## src/rtl/mem_bus_arbiter.sv

```systemverilog
// Round-robin arbiter sharing one word-addressed 32-bit memory bus between
// NUM_REQ masters, with a watchdog that aborts accesses the memory never
// completes.
//
// Handshake: a master raises req_read and/or req_write with its address and
// data and holds them until it sees its req_complete bit (one cycle, with
// req_read_data/req_error valid in that same cycle); it must drop the request
// on the edge that ends that cycle. On the memory side read/write stay high
// and stable until access_complete is seen high on a rising edge; read_data is
// taken in that same cycle.
module mem_bus_arbiter #(
   parameter int          NUM_REQ        = 2,
   parameter int          TIMEOUT_CYCLES = 255,
   parameter logic [31:0] ERR_DATA       = 32'h0000_0000
) (
   input  logic                  clk,
   input  logic                  reset,
   input  logic [NUM_REQ-1:0]    req_read,
   input  logic [NUM_REQ-1:0]    req_write,
   input  logic [NUM_REQ*30-1:0] req_address,
   input  logic [NUM_REQ*32-1:0] req_write_data,
   output logic [31:0]           req_read_data,
   output logic [NUM_REQ-1:0]    req_complete,
   output logic                  req_error,
   output logic                  read,
   output logic                  write,
   output logic [29:0]           address,
   output logic [31:0]           write_data,
   input  logic [31:0]           read_data,
   input  logic                  access_complete,
   output logic [1:0]            dbg_state
);

   localparam int PTR_W = $clog2(NUM_REQ);
   // A zero-width counter is illegal, so keep one bit when the watchdog is off.
   localparam int WD_W  = (TIMEOUT_CYCLES > 0) ? $clog2(TIMEOUT_CYCLES + 1) : 1;

   typedef enum logic [1:0] {
      S_IDLE   = 2'd0,
      S_ACCESS = 2'd1,
      S_DONE   = 2'd2
   } state_t;

   state_t             state_q, state_d;
   logic [PTR_W-1:0]   ptr_q, ptr_d;
   logic [PTR_W-1:0]   gnt_q, gnt_d;
   logic [WD_W-1:0]    wd_q, wd_d;
   logic               read_q, read_d;
   logic               write_q, write_d;
   logic [29:0]        addr_q, addr_d;
   logic [31:0]        wdata_q, wdata_d;
   logic [31:0]        rdata_q, rdata_d;
   logic [NUM_REQ-1:0] cmpl_q, cmpl_d;
   logic               err_q, err_d;

   logic [NUM_REQ-1:0] pend;
   logic               any_pend;
   logic [PTR_W-1:0]   win;

   // (p + k) mod NUM_REQ for 1 <= k <= NUM_REQ.
   function automatic logic [PTR_W-1:0] wrap_idx(input logic [PTR_W-1:0] p, input int k);
      int s;
      s = int'(p) + k;
      if (s >= NUM_REQ) s = s - NUM_REQ;
      return PTR_W'(s);
   endfunction

   // Round-robin search: first pending master after the last one served.
   always_comb begin
      pend     = req_read | req_write;
      any_pend = 1'b0;
      win      = '0;
      for (int k = 1; k <= NUM_REQ; k++) begin
         if (!any_pend && pend[wrap_idx(ptr_q, k)]) begin
            any_pend = 1'b1;
            win      = wrap_idx(ptr_q, k);
         end
      end
   end

   // Next-state and output logic of the IDLE -> ACCESS -> DONE sequence.
   always_comb begin
      state_d = state_q;
      ptr_d   = ptr_q;
      gnt_d   = gnt_q;
      wd_d    = wd_q;
      read_d  = read_q;
      write_d = write_q;
      addr_d  = addr_q;
      wdata_d = wdata_q;
      rdata_d = rdata_q;
      cmpl_d  = '0;
      err_d   = 1'b0;
      case (state_q)
         S_IDLE: begin
            if (any_pend) begin
               state_d = S_ACCESS;
               gnt_d   = win;
               addr_d  = req_address[30*int'(win) +: 30];
               wdata_d = req_write_data[32*int'(win) +: 32];
               // Write takes precedence when a master raises both strobes.
               write_d = req_write[win];
               read_d  = req_read[win] & ~req_write[win];
               wd_d    = '0;
            end
         end
         S_ACCESS: begin
            if (access_complete) begin
               state_d = S_DONE;
               rdata_d = read_data;
               cmpl_d  = {{(NUM_REQ-1){1'b0}}, 1'b1} << gnt_q;
               read_d  = 1'b0;
               write_d = 1'b0;
               ptr_d   = gnt_q;
            end else if (TIMEOUT_CYCLES != 0 && wd_q == WD_W'(TIMEOUT_CYCLES - 1)) begin
               state_d = S_DONE;
               rdata_d = ERR_DATA;
               cmpl_d  = {{(NUM_REQ-1){1'b0}}, 1'b1} << gnt_q;
               err_d   = 1'b1;
               read_d  = 1'b0;
               write_d = 1'b0;
               ptr_d   = gnt_q;
            end else if (TIMEOUT_CYCLES != 0) begin
               // Abort fires at TIMEOUT_CYCLES-1, so this never wraps.
               wd_d = wd_q + 1'b1;
            end
         end
         S_DONE: begin
            state_d = S_IDLE;
         end
         default: begin
            state_d = S_IDLE;
         end
      endcase
   end

   // State and registered outputs; reset drops the bus strobes immediately.
   always_ff @(posedge clk or negedge reset) begin
      if (!reset) begin
         state_q <= S_IDLE;
         ptr_q   <= PTR_W'(NUM_REQ - 1);
         gnt_q   <= '0;
         wd_q    <= '0;
         read_q  <= 1'b0;
         write_q <= 1'b0;
         addr_q  <= '0;
         wdata_q <= '0;
         rdata_q <= '0;
         cmpl_q  <= '0;
         err_q   <= 1'b0;
      end else begin
         state_q <= state_d;
         ptr_q   <= ptr_d;
         gnt_q   <= gnt_d;
         wd_q    <= wd_d;
         read_q  <= read_d;
         write_q <= write_d;
         addr_q  <= addr_d;
         wdata_q <= wdata_d;
         rdata_q <= rdata_d;
         cmpl_q  <= cmpl_d;
         err_q   <= err_d;
      end
   end

   assign read          = read_q;
   assign write         = write_q;
   assign address       = addr_q;
   assign write_data    = wdata_q;
   assign req_read_data = rdata_q;
   assign req_complete  = cmpl_q;
   assign req_error     = err_q;
   assign dbg_state     = state_q;

endmodule

```

## config.mk

```make
export PLATFORM = sky130hd
export DESIGN_NAME = mem_bus_arbiter
export DESIGN_NICKNAME = d
export VERILOG_FILES = /design/src/rtl/mem_bus_arbiter.sv
export SDC_FILE = /design/constraint.sdc
export NUM_CORES = 1
export LEC_CHECK = 0
export CAP_MARGIN = 20
export CORE_MARGIN = 2
export CORE_UTILIZATION = 39
export DETAILED_ROUTE_END_ITERATION = 7
export PLACE_DENSITY = 0.92
export SLEW_MARGIN = 20
export SYNTH_ARGS = -nofsm -noshare
export SYNTH_HDL_FRONTEND = slang
export SYNTH_SLANG_ARGS = --single-unit
```

## constraint.sdc

```tcl
create_clock -name clk -period 1.9 [get_ports clk]
set_input_delay 0.475 -clock clk [delete_from_list [all_inputs] [get_ports clk]]
set_output_delay 0.475 -clock clk [all_outputs]
set_load 0.005 [all_outputs]
```

==> flow_summary.yaml, run 1 <==
status:
  status: "completed"
finish:
  drive_above_1_share_pct: 8.13
  fin_nets: 861
  fill_cells: 860
  diodes: 0
  syn_to_final_growth_pct: 70.3
  multi_input_comb_area_sq_um: 1900
  ff_latch_area_sq_um: 2780
  instances_no_fill: 869
setup_path:
  required_ps: 2110
  r2r_start: "wd_q[0]"
  worstPathMaxFanout: 13
  setup.worst_path.end: "address[18]"
  r2r_cells: 5
  ff2ff_setup_slack_ps: 230
  end_kind: "register"
  arrival_ps: 2100
  path_class: "primary input to register"
  r2r-end: "write"
  start_kind: "primary input"
  worstSetupStartpoint: "req_write[0]"
timing:
  hold_viol: 0
  slew_viol_final: 0
  worst_slew_pin_slew_ps: 597
  holdWs_ps: 22.9
  finalSetupViolations: 0
  worst_slack_ps: 12.4
  finalCritPeriodShare_pct: 99.3
  rsz0062_at_grt: "true"
  skew_ps: 8.34
  max_freq_ghz: 0.530
  maxSlewHeadroom_pct: 59.9
  fin_crit_ps: 1890
floorplan:
  rows: 40
  dieArea_sq_um: 13300
  start_util_pct: 40.1
  ios: 264
  die_w_um: 115
  design.core.area_sq_um: 12100
  fp.dieH_um: 115
global_routing:
  grt_pass1_vias: 4382
  grt_overflow: 0
  grt_use_total_pct: 21.2
  grt_max_degree: 50
  grt_pass1_wl_um: 21900
  antenna_found_initial: 0
synthesis:
  yosysUniqueCellTypes: 40
  synth_edf_count: 0
  seq_area_frac_synth_pct: 57.4
  ys.warnings.count: 0
  ys.flop_type: "dfrtp_1"
  syn_inst: 425
  syn_avg_cell_area_sq_um: 11.4
  synthArstFlopShare_pct: 100
  syn-num-nets: 590
  ys_seq_elements: 111
  syn_area_sq_um: 4840
cts:
  root_buffer: "clkbuf_16"
  clk-insertion-delay-late_ps: 340
  cts_hold_buf: 0
  cts-htree-levels: 3
  cts_sinks: 111
  clk_pin_slew_ps: 70
  tritoncts: "built"
  cts-buffers-inserted: 9
  clockBufferDepth: 2
drt:
  wl_per_cell_um: 17.4
  drc: 0
  ant_nets: 0
  drtIter0Drc: 198
  vias: 4358
  dr.pass1.iters: 4
  wl_um: 15100
  via_per_inst: 5.01
place:
  gp_congestion: 0.784
  place_worst_setup_slack_ps: -391
  dp_hpwl_um: 11400
  numPortBuffers: 263
  dp.cells: 849
min_path:
  hp-class: "primary input to asynchronous set/reset pin"
run:
  maxCapViolCount: 0
power:
  vdd_drop_max_mv: 0.702
  p_leak_uw: 0.00361
  pwr_density_cell_nw_per_um2: 1430
-- final cells by class --
type	instances	share of cell area (%)
inverter	6	0.273
multi-input combinational	279	23.1
tap	168	2.55
timing repair buffer	289	36.1
clock inverter	7	1.47
clock buffer	9	2.73
sequential	111	33.8
-- layer usage --
metal | track usage, % | wire, um | share of wire [%]
met5 | 0 | 0 | 0
met4 | 9.72 | 534 | 3.5
met3 | 4.85 | 1200 | 7.9
met2 | 36.9 | 7680 | 51
met1 | 25.0 | 5730 | 38
-- synthesized netlist by cell type (2+ instances only) --
| cell type | instances | area, sq um |
|---|---|---|
| a21oi_1 | 3 | 15.0 |
| a22o_1 | 32 | 280 |
| and2_1 | 2 | 12.5 |
| buf_2 | 19 | 95.1 |
| buf_6 | 5 | 56.3 |
| clkbuf_1 | 3 | 11.3 |
| clkbuf_2 | 2 | 10.0 |
| dfrtp_1 | 110 | 2750 |
| ha_1 | 2 | 25.0 |
| inv_1 | 6 | 22.5 |
| mux2i_1 | 65 | 651 |
| nand2_1 | 70 | 263 |
| nand3_1 | 4 | 20.0 |
| nor2_1 | 7 | 26.3 |
| o211ai_1 | 2 | 15.0 |
| o21ai_0 | 68 | 340 |
| o21ai_1 | 2 | 10.0 |
-- critical path, stage by stage --
cell             delay [ps]
clkdlybuf4s50_1         510
o21ai_2                 360
o21ai_4                 200
clkbuf_16               230
mux2i_1                 190
o21ai_0                 130
-- power breakdown --
| group | leakage [uW] | internal (uW) | switching [uW] |
|---|---|---|---|
| Sequential | 0.00138 | 3450 | 673 |
| Clock | 0.000170 | 1290 | 852 |
| Combinational | 0.00207 | 3270 | 2240 |
-- cells in the final DEF, fill, tap and decap left out, types with 2 or more instances in the layout --
| cell | count |
|---|---|
| a21oi_1 | 3 |
| a22o_1 | 32 |
| and2_1 | 2 |
| buf_12 | 9 |
| buf_4 | 16 |
| bufinv_16 | 3 |
| clkbuf_16 | 11 |
| clkdlybuf4s50_1 | 260 |
| clkinv_4 | 3 |
| dfrtp_1 | 108 |
| dfrtp_2 | 2 |
| dlymetal6s2s_1 | 2 |
| ha_1 | 2 |
| inv_1 | 6 |
| mux2i_1 | 65 |
| nand2_1 | 70 |
| nand3_1 | 4 |
| nor2_1 | 7 |
| o211ai_1 | 2 |
| o21ai_0 | 66 |
| o21ai_1 | 2 |
| o21ai_4 | 2 |
-- cells by family (layout without fill, tap and decap cells) --
family | count (synthesis) | in the layout | synth area share, %
AOI/OAI and AO/OA | 118 | 119 | 16.0
DFF | 111 | 111 | 57.4
and+or+nand+nor | 92 | 92 | 8.25
muxes | 65 | 65 | 13.4
buffers and inverters | 36 | 311 | 4.19
adders and majority gates | 2 | 2 | 0.517
xor gates and xnor gates | 1 | 1 | 0.181
-- metrics by stage --
step	util [%]	cell area [sq um]	TNS, ps	total power, uW
2_1_floorplan	-	4840	0	6220
3_3_place_gp	64.7	7800	-13160	9270
3_5_place_dp	64.7	7800	-18190	9540
4_1_cts	67.6	8160	0	11700
5_1_grt	68.3	8240	0	12500
6_report	68.3	8240	0	11800
-- worst min-delay path by stage --
stage / startpoint / slack [ps] / cells after the start / to
floorplan: reset / 180 / 0 / address[0]
global placement: reset / 390 / 1 / address[0]
detailed placement: reset / 390 / 1 / write_data[30]
CTS: reset / 20 / 1 / write_data[30]
global route: reset / 40 / 1 / write_data[19]
finish: reset / 20 / 1 / write_data[18]
-- state kept, by name, summed over array words and instances (netlist names) --
register,count
address,30
write_data,32
write,1
dbg_state,2
req_complete,2
gnt_q,1
ptr_q,1
req_read_data,32
read,1
req_error,1
wd_q,8
-- timing repair --
item                       4_1_cts  5_1_grt
pin swaps                        1        1
cloned                           0        3
buffers inserted                 1        0
setup endpoints to repair        2       35
resized for setup                1        7
Power figures use the tool's default switching activity.
==> run 2: changes to the inputs <==
CORE_MARGIN = 5   (was 2)
==> run 2 against run 1 <==
  * Combinational power decreased by 5.3%
  * Core utilization decreased by 1.8 points
  * Sequential share of layout area increased by 0.75 points
  * Count of clock-buffer cells in the layout unchanged
  * Setup slack improved by 68 ps
  * Wire length decreased by 0.61%
  * Die area increased by 11%
  * Sequential cell count unchanged
==> flow_summary.yaml, run 2 (synthesis results as in run 1) <==
status:
  status: "completed"
cts:
  root_buffer: "clkbuf_16"
  cts_sinks: 111
  clk_pin_slew_ps: 70
  tritoncts: "built"
  cts-buffers-inserted: 9
  cts_setup_buffers: 0
  clk-insertion-delay-late_ps: 340
  cts-htree-levels: 3
  clockBufferDepth: 2
timing:
  worst_slew_pin_slew_ps: 610
  maxSlewHeadroom_pct: 59.0
  holdWs_ps: 56.7
  slew_viol_final: 0
  finalSetupViolations: 0
  rsz0062_at_grt: "false"
  hold_viol: 0
  fin_crit_ps: 1820
  finalCritPeriodShare_pct: 95.8
  max_freq_ghz: 0.550
  skew_ps: 8.58
drt:
  ant_nets: 0
  drc: 0
  wl_per_cell_um: 17.5
  via_per_inst: 4.95
  vias: 4245
  dr.pass1.iters: 4
  wl_um: 15100
  drtIter0Drc: 232
floorplan:
  die_w_um: 121
  fp.dieH_um: 121
  start_util_pct: 39.9
  rows: 40
  dieArea_sq_um: 14700
  ios: 264
  design.core.area_sq_um: 12100
place:
  dp_hpwl_um: 11900
  numPortBuffers: 263
  gp_congestion: 0.860
min_path:
  hp-class: "primary input to asynchronous set/reset pin"
finish:
  fin_nets: 850
  diodes: 0
  ff_latch_area_sq_um: 2780
  final_common_cell: "clkdlybuf4s50_1"
  final_cell_mix: "clkdlybuf4s50_1 (262), dfrtp_1 (108), nand2_1 (70)"
  multi_input_comb_area_sq_um: 1880
  syn_to_final_growth_pct: 66.6
  fill_cells: 908
  drive_above_1_share_pct: 6.52
  fin_util_pct: 66.5
global_routing:
  antenna_found_initial: 0
  grt_overflow: 0
  grt_use_total_pct: 20.1
  grt_pass1_wl_um: 23600
  grt_pass1_vias: 4574
  grt_max_degree: 64
setup_path:
  arrival_ps: 2040
  path_class: "primary input to register"
  worstPathMaxFanout: 35
  end_kind: "register"
  required_ps: 2120
  start_kind: "primary input"
  r2r_cells: 5
run:
  maxCapViolCount: 0
power:
  vdd_drop_max_mv: 0.835
  pwr_density_cell_nw_per_um2: 1410
  p_leak_uw: 0.00351
run 2: changes by cell type in the layout (fill, tap and decap cells not counted), sizes merged:
| cell | change |
|---|---|
| buf | -8 |
| clkinv | -3 |
| inv | +3 |
| clkbuf | -2 |
| clkdlybuf4s50 | +2 |
| dlymetal6s2s | -2 |
| bufinv | -1 |
| clkinvlp | +1 |
| o21ai | -1 |
run 2: area by class of cell:
type	instances	area share [%]
repair buffers	279	35.2
inverters	6	0.279
multi-input cells	278	23.3
flip-flops and latches	111	34.5
well taps	168	2.61
clock inverters	7	1.26
clock buffers	9	2.79
run 2: report_power, final:
group | leakage (uW) | switching, uW | internal [uW]
Clock | 0.000158 | 862 | 1170
Sequential | 0.00138 | 651 | 3450
Combinational | 0.00197 | 2110 | 3100
run 2: per-layer routing:
layer | global-route usage [%] | part of all wire (%) | wire (um) | vias up
li1 | - | - | - | 2029
met1 | 23.0 | 39 | 5810 | 2001
met2 | 35.6 | 50 | 7500 | 197
met3 | 6.67 | 10 | 1540 | 18
met4 | 5.46 | 1.4 | 210 | 0
met5 | 0 | 0 | 0 | -
run 2: per-stage QoR:
step                      instances  total power (uW)  instance area, sq um  worst slack [ps]  setup TNS (ps)
after CTS                       858             11500                  8050              9.61               0
after global placement          842              9160                  7720              -229          -11570
after floorplan                 425              6220                  4840               322               0
after detailed placement        842              9410                  7720              -311          -16980
after global routing            858             12100                  8060              4.43               0
final                           858             11400                  8060              80.5               0
run 2: worst paths after layout:
path                              start               to  slack [ps]
hold / removal                    reset   write_data[17]          60
setup reg to reg                wd_q[0]            write         230
hold reg to reg                   gnt_q  req_complete[0]         460
min in group clk                  gnt_q  req_complete[0]         460
max in group asynchronous         reset      address[19]        1240
setup / recovery           req_write[0]   write_data[30]          80
run 2: worst max-delay path, stage by stage:
cell,delay (ps)
clkdlybuf4s50_1,550
o21ai_0,190
o21ai_4,140
buf_12,270
mux2i_1,270
o21ai_0,100
run 2: repair_timing:
action | in CTS | in global routing
hold buffers | 0 | 0
setup endpoints to repair | 1 | 3
gates resized for setup | 1 | 2
